<file path="config.mk">
export PLATFORM = sky130hd
export DESIGN_NAME = ttt_turn_controller_flat
export DESIGN_NICKNAME = d
export VERILOG_FILES = /design/src/rtl/ttt_turn_controller_if.sv /design/src/rtl/ttt_turn_controller.sv /design/src/flat_wrapper.sv
export SDC_FILE = /design/constraint.sdc
export NUM_CORES = 1
export LEC_CHECK = 0
export CORE_UTILIZATION = 41
export DETAILED_ROUTE_END_ITERATION = 16
export SYNTH_ARGS = -nofsm -noshare
export SYNTH_HDL_FRONTEND = slang
export SYNTH_SLANG_ARGS = --single-unit
</file>
<file path="constraint.sdc">
create_clock -name clk -period 2.6 [get_ports clk]
set_input_delay 0.39 -clock clk [delete_from_list [all_inputs] [get_ports clk]]
set_output_delay 0.39 -clock clk [all_outputs]
set_load 0.005 [all_outputs]
</file>
<file path="src/rtl/ttt_turn_controller_if.sv">
`default_nettype none
// ============================================================================
// Module      : ttt_turn_controller_if
// Description : Bundle between the player-input logic (master) and the
//               tic-tac-toe turn controller (slave).
//               master drives : new_game, tick_en, move_valid, move_pos
//               slave drives  : move_ready, move_err, timeout, dec_pos, dec_en,
//                               player, board_x, board_o, game_over, winner
// Revision    : 1.0 - initial release
// ============================================================================
interface ttt_turn_controller_if;
    logic       new_game;
    logic       tick_en;
    logic       move_valid;
    logic [3:0] move_pos;
    logic       move_ready;
    logic       move_err;
    logic       timeout;
    logic [3:0] dec_pos;
    logic       dec_en;
    logic       player;
    logic [8:0] board_x;
    logic [8:0] board_o;
    logic       game_over;
    logic [1:0] winner;

    modport master (
        output new_game, tick_en, move_valid, move_pos,
        input  move_ready, move_err, timeout, dec_pos, dec_en,
               player, board_x, board_o, game_over, winner
    );

    modport slave (
        input  new_game, tick_en, move_valid, move_pos,
        output move_ready, move_err, timeout, dec_pos, dec_en,
               player, board_x, board_o, game_over, winner
    );
endinterface
`default_nettype wire

</file>
<file path="src/rtl/ttt_turn_controller.sv">
`default_nettype none
// ============================================================================
// Module      : ttt_turn_controller
// Description : Tic-tac-toe move sequencer. Accepts cell requests from the
//               active player, rejects illegal cells, pulses the position
//               decoder once per committed move, keeps X/O occupancy maps,
//               detects win/draw and forces a move when the turn timer expires.
// Ports       : clk  - system clock, rising edge
//               rst  - synchronous active-high reset
//               bus  - ttt_turn_controller_if.slave (move request side and
//                      decoder/display side, see interface file)
// Parameters  : TURN_TICKS - tick_en pulses per turn before a forced move (1..255)
// Revision    : 1.0 - initial release
// ============================================================================
module ttt_turn_controller #(
    parameter int TURN_TICKS = 10
) (
    input  logic                        clk,
    input  logic                        rst,
    ttt_turn_controller_if.slave        bus
);

    localparam logic [2:0] c_st_wait_move = 3'd0;
    localparam logic [2:0] c_st_check     = 3'd1;
    localparam logic [2:0] c_st_commit    = 3'd2;
    localparam logic [2:0] c_st_eval      = 3'd3;
    localparam logic [2:0] c_st_game_over = 3'd4;

    localparam logic [7:0] c_tick_last = 8'(TURN_TICKS - 1);
    localparam logic [8:0] c_full      = 9'h1FF;

    logic [2:0] r_state;
    logic [7:0] r_timer;
    logic [3:0] r_pos;
    logic       r_player;
    logic [8:0] r_board_x;
    logic [8:0] r_board_o;
    logic [3:0] r_dec_pos;
    logic       r_dec_en;
    logic       r_move_err;
    logic       r_timeout;
    logic [1:0] r_winner;

    logic [8:0] w_occ;
    logic [8:0] w_map;
    logic [3:0] w_free_pos;
    logic       w_win;
    logic       w_pos_bad;

    // Lowest-index empty cell; only consulted while at least one cell is free.
    function automatic logic [3:0] first_free(input logic [8:0] occ);
        logic [3:0] idx;
        idx = 4'd0;
        for (int i = 8; i >= 0; i--) begin
            if (!occ[i]) idx = 4'(i);
        end
        return idx;
    endfunction

    function automatic logic has_line(input logic [8:0] m);
        return (m[0] & m[1] & m[2]) | (m[3] & m[4] & m[5]) |
               (m[6] & m[7] & m[8]) | (m[0] & m[3] & m[6]) |
               (m[1] & m[4] & m[7]) | (m[2] & m[5] & m[8]) |
               (m[0] & m[4] & m[8]) | (m[2] & m[4] & m[6]);
    endfunction

    always_comb begin
        w_occ      = r_board_x | r_board_o;
        w_map      = r_player ? r_board_o : r_board_x;
        w_free_pos = first_free(w_occ);
        w_win      = has_line(w_map);
        // Shift-based lookup so positions 9..15 never index past the map.
        w_pos_bad  = (r_pos > 4'd8) || (|(w_occ & (9'b1 << r_pos)));
    end

    always_ff @(posedge clk) begin
        if (rst || bus.new_game) begin
            r_state    <= c_st_wait_move;
            r_timer    <= 8'd0;
            r_pos      <= 4'd0;
            r_player   <= 1'b0;
            r_board_x  <= 9'd0;
            r_board_o  <= 9'd0;
            r_dec_pos  <= 4'd0;
            r_dec_en   <= 1'b0;
            r_move_err <= 1'b0;
            r_timeout  <= 1'b0;
            r_winner   <= 2'b00;
        end else begin
            // Single-cycle pulses default low.
            r_dec_en   <= 1'b0;
            r_move_err <= 1'b0;
            r_timeout  <= 1'b0;

            case (r_state)
                c_st_wait_move: begin
                    // A request on the expiry cycle takes precedence over the timer.
                    if (bus.move_valid) begin
                        r_pos   <= bus.move_pos;
                        r_state <= c_st_check;
                    end else if (bus.tick_en) begin
                        if (r_timer == c_tick_last) begin
                            r_pos     <= w_free_pos;
                            r_dec_pos <= w_free_pos;
                            r_dec_en  <= 1'b1;
                            r_timeout <= 1'b1;
                            r_timer   <= 8'd0;
                            r_state   <= c_st_commit;
                        end else begin
                            r_timer <= r_timer + 8'd1;
                        end
                    end
                end
                c_st_check: begin
                    if (w_pos_bad) begin
                        r_move_err <= 1'b1;
                        r_state    <= c_st_wait_move;
                    end else begin
                        // Decoder strobe is registered so it lands in COMMIT.
                        r_dec_pos <= r_pos;
                        r_dec_en  <= 1'b1;
                        r_state   <= c_st_commit;
                    end
                end
                c_st_commit: begin
                    if (r_player) r_board_o <= r_board_o | (9'b1 << r_pos);
                    else          r_board_x <= r_board_x | (9'b1 << r_pos);
                    r_state <= c_st_eval;
                end
                c_st_eval: begin
                    if (w_win) begin
                        r_winner <= r_player ? 2'b10 : 2'b01;
                        r_state  <= c_st_game_over;
                    end else if (w_occ == c_full) begin
                        r_winner <= 2'b11;
                        r_state  <= c_st_game_over;
                    end else begin
                        r_player <= ~r_player;
                        r_timer  <= 8'd0;
                        r_state  <= c_st_wait_move;
                    end
                end
                c_st_game_over: begin
                    r_state <= c_st_game_over;
                end
                default: begin
                    r_state <= c_st_wait_move;
                end
            endcase
        end
    end

    assign bus.move_ready = (r_state == c_st_wait_move);
    assign bus.game_over  = (r_state == c_st_game_over);
    assign bus.move_err   = r_move_err;
    assign bus.timeout    = r_timeout;
    assign bus.dec_pos    = r_dec_pos;
    assign bus.dec_en     = r_dec_en;
    assign bus.player     = r_player;
    assign bus.board_x    = r_board_x;
    assign bus.board_o    = r_board_o;
    assign bus.winner     = r_winner;

endmodule
`default_nettype wire
</file>
<file path="src/flat_wrapper.sv">
// flat-port wrapper written by rule: the top's interface ports become plain ports
module ttt_turn_controller_flat 
#(
    parameter int TURN_TICKS = 10
)
  (clk, rst, bus_new_game, bus_tick_en, bus_move_valid, bus_move_pos, bus_move_ready, bus_move_err, bus_timeout, bus_dec_pos, bus_dec_en, bus_player, bus_board_x, bus_board_o, bus_game_over, bus_winner);
  ttt_turn_controller_if bus_i ();
  input  logic clk;
  input  logic rst;
  input wire logic [$bits(bus_i.new_game)-1:0] bus_new_game;
  input wire logic [$bits(bus_i.tick_en)-1:0] bus_tick_en;
  input wire logic [$bits(bus_i.move_valid)-1:0] bus_move_valid;
  input wire logic [$bits(bus_i.move_pos)-1:0] bus_move_pos;
  output wire logic [$bits(bus_i.move_ready)-1:0] bus_move_ready;
  output wire logic [$bits(bus_i.move_err)-1:0] bus_move_err;
  output wire logic [$bits(bus_i.timeout)-1:0] bus_timeout;
  output wire logic [$bits(bus_i.dec_pos)-1:0] bus_dec_pos;
  output wire logic [$bits(bus_i.dec_en)-1:0] bus_dec_en;
  output wire logic [$bits(bus_i.player)-1:0] bus_player;
  output wire logic [$bits(bus_i.board_x)-1:0] bus_board_x;
  output wire logic [$bits(bus_i.board_o)-1:0] bus_board_o;
  output wire logic [$bits(bus_i.game_over)-1:0] bus_game_over;
  output wire logic [$bits(bus_i.winner)-1:0] bus_winner;
  assign bus_i.new_game = bus_new_game;
  assign bus_i.tick_en = bus_tick_en;
  assign bus_i.move_valid = bus_move_valid;
  assign bus_i.move_pos = bus_move_pos;
  assign bus_move_ready = bus_i.move_ready;
  assign bus_move_err = bus_i.move_err;
  assign bus_timeout = bus_i.timeout;
  assign bus_dec_pos = bus_i.dec_pos;
  assign bus_dec_en = bus_i.dec_en;
  assign bus_player = bus_i.player;
  assign bus_board_x = bus_i.board_x;
  assign bus_board_o = bus_i.board_o;
  assign bus_game_over = bus_i.game_over;
  assign bus_winner = bus_i.winner;
  ttt_turn_controller #(.TURN_TICKS(TURN_TICKS)) u_core (.clk(clk), .rst(rst), .bus(bus_i));
endmodule
</file>
==> run summary, run 1 <==
Status = finished, final reports clean
Worst EP arrival = 2.38 ns
Yosys top cell by area = dfxtp_1
Synth area leaders = dfxtp_1 37%, a21oi_1 5.9%, nor2_1 5.9%
Clk root buf = clkbuf_8
Crit path launch type = register
P per Cell Area = 431.6 nW/um^2
Clk slew on worst S/H paths = 0.08 ns
DRT Pass-1 Iters = 5
RSZ-0062 raised after global routing = false
Reg-to-reg endpoint = u_core.bus.dec_pos[3]
Net Sw Power = 302.6 uW
Seq cells post-synth = 43
Seq pwr share = 56.6%
Area Overhead vs Synth = 20.81%
DPL Wire Length = 4259 um
Final hold violation count = 0
Type of the most critical hold path = register to register
CTS tree = done
Tcrit/Tclk final = 82.75%
CTS Sinks = 43
Hold depth = 2
End point of the critical path = u_core.bus.dec_pos[3]
Site Rows = 26
Sw Share = 25.26%
Die H = 76.85 um
Top cell type's share of synthesized area = 37.47%
Worst slew pin tran = 0.7140 ns
Setup Crit Path Kind = register to register
Worst-case clock buffer depth = 2
Maximum vdd drop = 211.6 uV
Setup violators final = 0
Number of distinct library cells after synthesis = 55
Final nets = 324
Clock Latency Late Sink = 0.30 ns
Syn Inst Count = 284
Combinational power share = 8.8%
Achievable Freq = 464.8 MHz
R2R cell count = 5
Max Cap Viol = 0
DR vias = 2217
Ys async rst share = 0%
Hold_sp = u_core.bus.dec_pos[0]
Yosys Warn Count = 0
Leak = 0.9374 nW
Number of I/O pins = 39
Hold buffers post-CTS = 0
Die W = 76.85 um
Reg2reg start = u_core.r_pos[1]
Busiest grt layer = met2
Critical Path End Type = register
Max-slew violations = 0
# DRC = 0
Fin crit period = 2.152 ns
Antenna-violating nets left = 0
Layout cells sized above 1 = 8.599%
GP Congestion = 0.8029
Core ar. = 5238 um^2
# port buffers = 38
Post-Syn Area per Cell = 8.089 um^2
R2R Setup Slk = 0.45 ns
Die ar. = 5906 um^2
First-pass GRT wire length = 10390 um
Post-DR wirelength/cell = 15.83 um
DRT Wirelength = 6078 um
Syn_nets = 295
Total negative slack = 0 ns
Resized cells post-CTS = 0
Vias in the first global route = 2070
Initial core utilization = 43.86%
Largest net degree at the start of global routing = 36
Clk_skew = 0.007609 ns
Ys flop type = dfxtp_1
Total GRT Usage = 22.09%
Final worst slack = 0.4484 ns
Remaining Overflow, GRT = 0
P_int = 895.1 uW
DR vias/cell = 5.773
Setup WS pre-CTS = 0.2457 ns
CP Launch Point = u_core.r_pos[1]
Initial DRC count = 170
Slew HR = 52.40%
H-tree depth = 2
# diodes = 0
Critical Path RT = 2.83 ns
Post-synthesis cell area = 2297 um^2
Power share of the clock group = 34.6%
M3 GR Usage = 4.762%
Crit path max fanout = 16
Met2 Use GR = 32.32%
Post-CTS Setup Repair Bufs = 0
Sequential share of the synthesized area = 37.47%
CTS buffer count = 5
Grt met1 use = 31.26%
EDFF count, synth = 0
Initial antenna violation count = 0
metrics by stage:
stage          power [mW]  util, %  cell area (um^2)  instances  hold slack, ns
6_report            1.198    52.99              2775        384          0.4654
5_1_grt             1.273    52.99              2775        384          0.4974
4_1_cts             1.222    52.99              2775        384          0.4684
3_5_place_dp       0.7979    51.39              2691        376          0.4564
3_3_place_gp       0.7977    51.39              2691        376          0.4495
2_1_floorplan      0.7631        -              2297        284          0.4496
logic make-up (layout without fill, tap and decap cells):
| logic type | Yosys count | in the layout | synth area share (%) |
|---|---|---|---|
| compound gates | 90 | 90 | 28.27 |
| fa+ha+maj | 2 | 2 | 1.089 |
| buf+inv | 35 | 65 | 7.135 |
| flops | 43 | 43 | 37.47 |
| mux | 5 | 5 | 2.179 |
| simple gates | 109 | 109 | 23.86 |
synth_stat cells (2+ instances only):
| library cell | instances |
|---|---|
| a31oi_1 | 2 |
| inv_1 | 14 |
| nor3_1 | 8 |
| nand3_1 | 5 |
| and3_2 | 2 |
| nor4bb_1 | 2 |
| o22ai_1 | 5 |
| dfxtp_1 | 43 |
| nor3b_1 | 3 |
| a41oi_1 | 3 |
| clkbuf_1 | 10 |
| buf_2 | 6 |
| a21oi_1 | 27 |
| clkbuf_2 | 2 |
| o32ai_1 | 4 |
| a311oi_1 | 7 |
| mux2i_1 | 5 |
| nor4_1 | 2 |
| o41ai_1 | 2 |
| a22oi_1 | 9 |
| o311a_1 | 2 |
| nand2_1 | 28 |
| o21ai_0 | 9 |
| or2_2 | 5 |
| nor2_1 | 36 |
| o31ai_1 | 3 |
| or4_1 | 3 |
| and3_1 | 3 |
| ha_1 | 2 |
| buf_6 | 3 |
| a221oi_1 | 2 |
| nor4b_1 | 3 |
| nand2b_1 | 2 |
routing by layer:
metal	up-vias	part of all wire [%]
met1	1012	50
met2	89	43
met5	-	0
met3	11	6.2
li1	1105	-
met4	0	1.4
final cells by class:
type,instances,area [um^2]
fillers,513,2462
multi-input cells,206,1272
flip-flops and latches,43,860.8
repair buffers,43,417.9
well taps,70,87.58
clock buffers,5,68.82
inverters,14,52.55
clock inverters,3,15.01
worst min-delay path by stage:
stage	to
final	u_core.bus.dec_pos[0]
after CTS	u_core.bus.dec_pos[1]
after global placement	u_core.bus.dec_pos[1]
after floorplan	u_core.r_timer[7]
after detailed placement	u_core.bus.dec_pos[1]
after global routing	u_core.bus.dec_pos[2]
registers in the layout (all words and copies together) (netlist names):
signal,cells
u_core.bus.board_o,9
u_core.bus.dec_en,1
u_core.r_pos,4
u_core.bus.timeout,1
u_core.bus.dec_pos,4
u_core.bus.winner,2
u_core.r_timer,8
u_core.bus.player,1
u_core.bus.move_err,1
u_core.r_state,3
u_core.bus.board_x,9
layout by cell type, fill, tap and decap left out, drive strengths merged, types with 6 or more instances in the layout:
master	instances
dfxtp	43
clkdlybuf4s50	38
nor2	36
nand2	28
a21oi	28
inv	14
o21ai	10
a22oi	9
nor3	8
a311oi	7
o22ai	6
worst max-delay path, stage by stage (launching register included):
cell and delay [ns]:
dfxtp_1 0.69, nor4bb_1 0.51, a22oi_1 0.13, and4_1 0.27
a31oi_4 0.28, mux2i_1 0.21
power groups by stage:
stage          clock network, mW  logic (mW)  registers (mW)
2_1_floorplan                  0      0.0797           0.683
3_3_place_gp                   0       0.105           0.693
3_5_place_dp                   0       0.105           0.693
4_1_cts                    0.438       0.106           0.677
5_1_grt                    0.476       0.117           0.680
6_report                   0.415       0.105           0.678
Power figures use the tool's default switching activity.
==> run 2: changes to the inputs <==
==> constraint.sdc (replaced) <==
create_clock -name clk -period 2.1 [get_ports clk]
set_input_delay 0.315 -clock clk [delete_from_list [all_inputs] [get_ports clk]]
set_output_delay 0.315 -clock clk [all_outputs]
set_load 0.005 [all_outputs]
==> run 2 against run 1 <==
Effect of this change: non-clock buffer count increased by 31; highest routed layer unchanged; hold slack got worse by 0.0032 ns; clock power increased by 44%; die area unchanged; core utilization increased by 4.8 points; power increased by 33%; sequential share of layout area decreased by 2.6 points; critical endpoint is now u_core.bus.player; largest power group unchanged; clock-buffer cell count increased by 3.
==> run summary, run 2 (synthesized netlist as in run 1, its figures left out) <==
CTS Sinks = 43 (unchanged)
Vias in the first global route = 2056 (was 2070)
Largest delay contributor family on the critical path = compound AO/OA/AOI/OAI gates (was simple AND/OR/NAND/NOR gates)
Max-slew violations = 0 (unchanged)
P per Cell Area = 524.8 nW/um^2 (was 431.6 nW/um^2)
Die ar. = 5906 um^2 (unchanged)
Critical Path End Type = register (unchanged)
RSZ-0062 raised after global routing = false (unchanged)
Setup violators final = 0 (unchanged)
Clk_skew = 0.003721 ns (was 0.007609 ns)
# DRC = 0 (unchanged)
Most frequent cells in the layout = 43 x dfxtp_1, 38 x clkdlybuf4s50_1, 36 x nor2_1, 36 x buf_4, 28 x nand2_1 (was 43 x dfxtp_1, 38 x clkdlybuf4s50_1, 36 x nor2_1)
End point of the critical path = u_core.bus.player (was u_core.bus.dec_pos[3])
R2R cell count = 6 (was 5)
CP bufs+invs = 1 (was 0)
GP Congestion = 0.8030 (was 0.8029)
DR vias/cell = 5.706 (was 5.773)
Layout cells sized above 1 = 16.52% (was 8.599%)
Clk root buf = clkbuf_8 (unchanged)
Antenna-violating nets left = 0 (unchanged)
Reg2reg start = u_core.bus.board_x[6] (was u_core.r_pos[1])
Clock Latency Late Sink = 0.30 ns (about the same)
Reg-to-reg endpoint = u_core.bus.player (was u_core.bus.dec_pos[3])
Fin crit period = 2.002 ns (was 2.152 ns)
Achievable Freq = 499.6 MHz (was 464.8 MHz)
CTS buffer count = 5 (unchanged)
Worst slew pin tran = 0.4396 ns (was 0.7140 ns)
DPL Wire Length = 4689 um (was 4259 um)
Final hold violation count = 0 (unchanged)
Worst-case clock buffer depth = 2 (unchanged)
Setup WS pre-CTS = -0.1768 ns (was 0.2457 ns)
Worst-path cell chain = o22ai_1 > nor2_1 > a311o_1 > buf_4 > or4_1 > a21oi_1 (was nor4bb_1 > a22oi_1 > and4_1 > a31oi_4 > mux2i_1)
CTS tree = done (unchanged)
# port buffers = 38 (unchanged)
Die W = 76.85 um (unchanged)
Tcrit/Tclk final = 95.31% (was 82.75%)
Number of I/O pins = 39 (unchanged)
Die H = 76.85 um (unchanged)
Design Power = 1.587 mW (was 1.198 mW)
CP Launch Point = u_core.bus.board_x[6] (was u_core.r_pos[1])
DR vias = 2368 (was 2217)
H-tree depth = 2 (unchanged)
Site Rows = 26 (unchanged)
Most common cell after layout, fill and taps aside = dfxtp_1 (unchanged)
Clk slew on worst S/H paths = 0.08 ns (about the same)
Slew HR = 70.60% (was 52.40%)
Crit path max fanout = 7 (was 16)
Post-CTS Setup Repair Bufs = 0 (unchanged)
DRT Pass-1 Iters = 5 (unchanged)
Initial antenna violation count = 0 (unchanged)
Placed cell areas = 2924 um^2 (was 2691 um^2)
Critical Path RT = 2.33 ns (was 2.83 ns)
Post-route core utilization = 57.74% (was 52.99%)
Leak = 1.099 nW (was 0.9374 nW)
CP peak stage delay = 0.39 ns (was 0.69 ns)
Core ar. = 5238 um^2 (unchanged)
Type of the most critical hold path = register to register (unchanged)
Total GRT Usage = 22.36% (was 22.09%)
Final nets = 355 (was 324)
Area Overhead vs Synth = 31.64% (was 20.81%)
Final non-filler cell total = 415 (was 384)
Slowest cell on the critical path = dfxtp_1 (unchanged)
DRT Wirelength = 6480 um (was 6078 um)
CP Depth = 6 (was 5)
Hold buffers post-CTS = 0 (unchanged)
Maximum vdd drop = 497.3 uV (was 211.6 uV)
Worst EP arrival = 2.23 ns (was 2.38 ns)
Post-DR wirelength/cell = 15.61 um (was 15.83 um)
Largest net degree at the start of global routing = 18 (was 36)
Initial core utilization = 43.86% (unchanged)
Placed Instances = 407 (was 376)
Resized cells post-CTS = 0 (unchanged)
First-pass GRT wire length = 10320 um (was 10390 um)
Crit path launch type = register (unchanged)
Remaining Overflow, GRT = 0 (unchanged)
R2R Setup Slk = 0.1 ns (was 0.45 ns)
Fin area = 3024 um^2 (was 2775 um^2)
Max Cap Viol = 0 (unchanged)
# diodes = 0 (unchanged)
Status = finished, final reports clean (unchanged)
FILL cells = 507 (was 513)
Setup Crit Path Kind = register to register (unchanged)
Final worst slack = 0.09846 ns (was 0.4484 ns)
Initial DRC count = 163 (was 170)
==> run 2: power by group <==
| group | total (mW) | internal (mW) | switching, mW |
|---|---|---|---|
| clock | 0.596 | 0.301 | 0.296 |
| combinational | 0.158 | 0.0753 | 0.0829 |
| sequential | 0.833 | 0.822 | 0.0108 |
| total | 1.59 | 1.20 | 0.389 |
==> run 2: layout make-up <==
| class | instances | area [um^2] | share of cell area (%) |
|---|---|---|---|
| Timing Repair Buffer | 74 | 650.6 | 21.51 |
| Clock buffer | 8 | 100.1 | 3.310 |
| Inverter | 14 | 52.55 | 1.738 |
| Sequential cell | 43 | 860.8 | 28.47 |
| Tap cell | 70 | 87.58 | 2.896 |
| Multi-Input combinational cell | 206 | 1272 | 42.08 |
==> run 2: per-stage QoR <==
stage	hold WS, ns	setup TNS, ns
6_report	0.4622	0
5_1_grt	0.4946	0
4_1_cts	0.4664	0
3_5_place_dp	0.4550	-1.185
3_3_place_gp	0.4473	-0.8833
2_1_floorplan	0.4496	0
==> run 2: worst min path at each step <==
stage,from,to,slack (ns),cells after the start
2_1_floorplan,u_core.r_timer[7],u_core.r_timer[7],0.45,1
3_3_place_gp,u_core.bus.dec_pos[1],u_core.bus.dec_pos[1],0.45,2
3_5_place_dp,u_core.bus.dec_pos[2],u_core.bus.dec_pos[2],0.45,2
4_1_cts,u_core.bus.dec_pos[2],u_core.bus.dec_pos[2],0.47,2
5_1_grt,u_core.bus.dec_pos[3],u_core.bus.dec_pos[3],0.49,2
6_report,u_core.bus.dec_pos[2],u_core.bus.dec_pos[2],0.46,2
==> run 2: metal layers <==
metal	GRT usage, %	routed length (um)	vias up
li1	-	-	1165
met1	30.34	3137	1122
met2	34.20	2898	72
met3	4.286	345	9
met4	9.808	97	0
met5	0	0	-
==> run 2: worst min-delay path, delay by kind of cell, from the launching register on <==
kind | cells | cell delay, ns
flops | 1 | 0.31
simple gates | 1 | 0.05
mux | 1 | 0.05
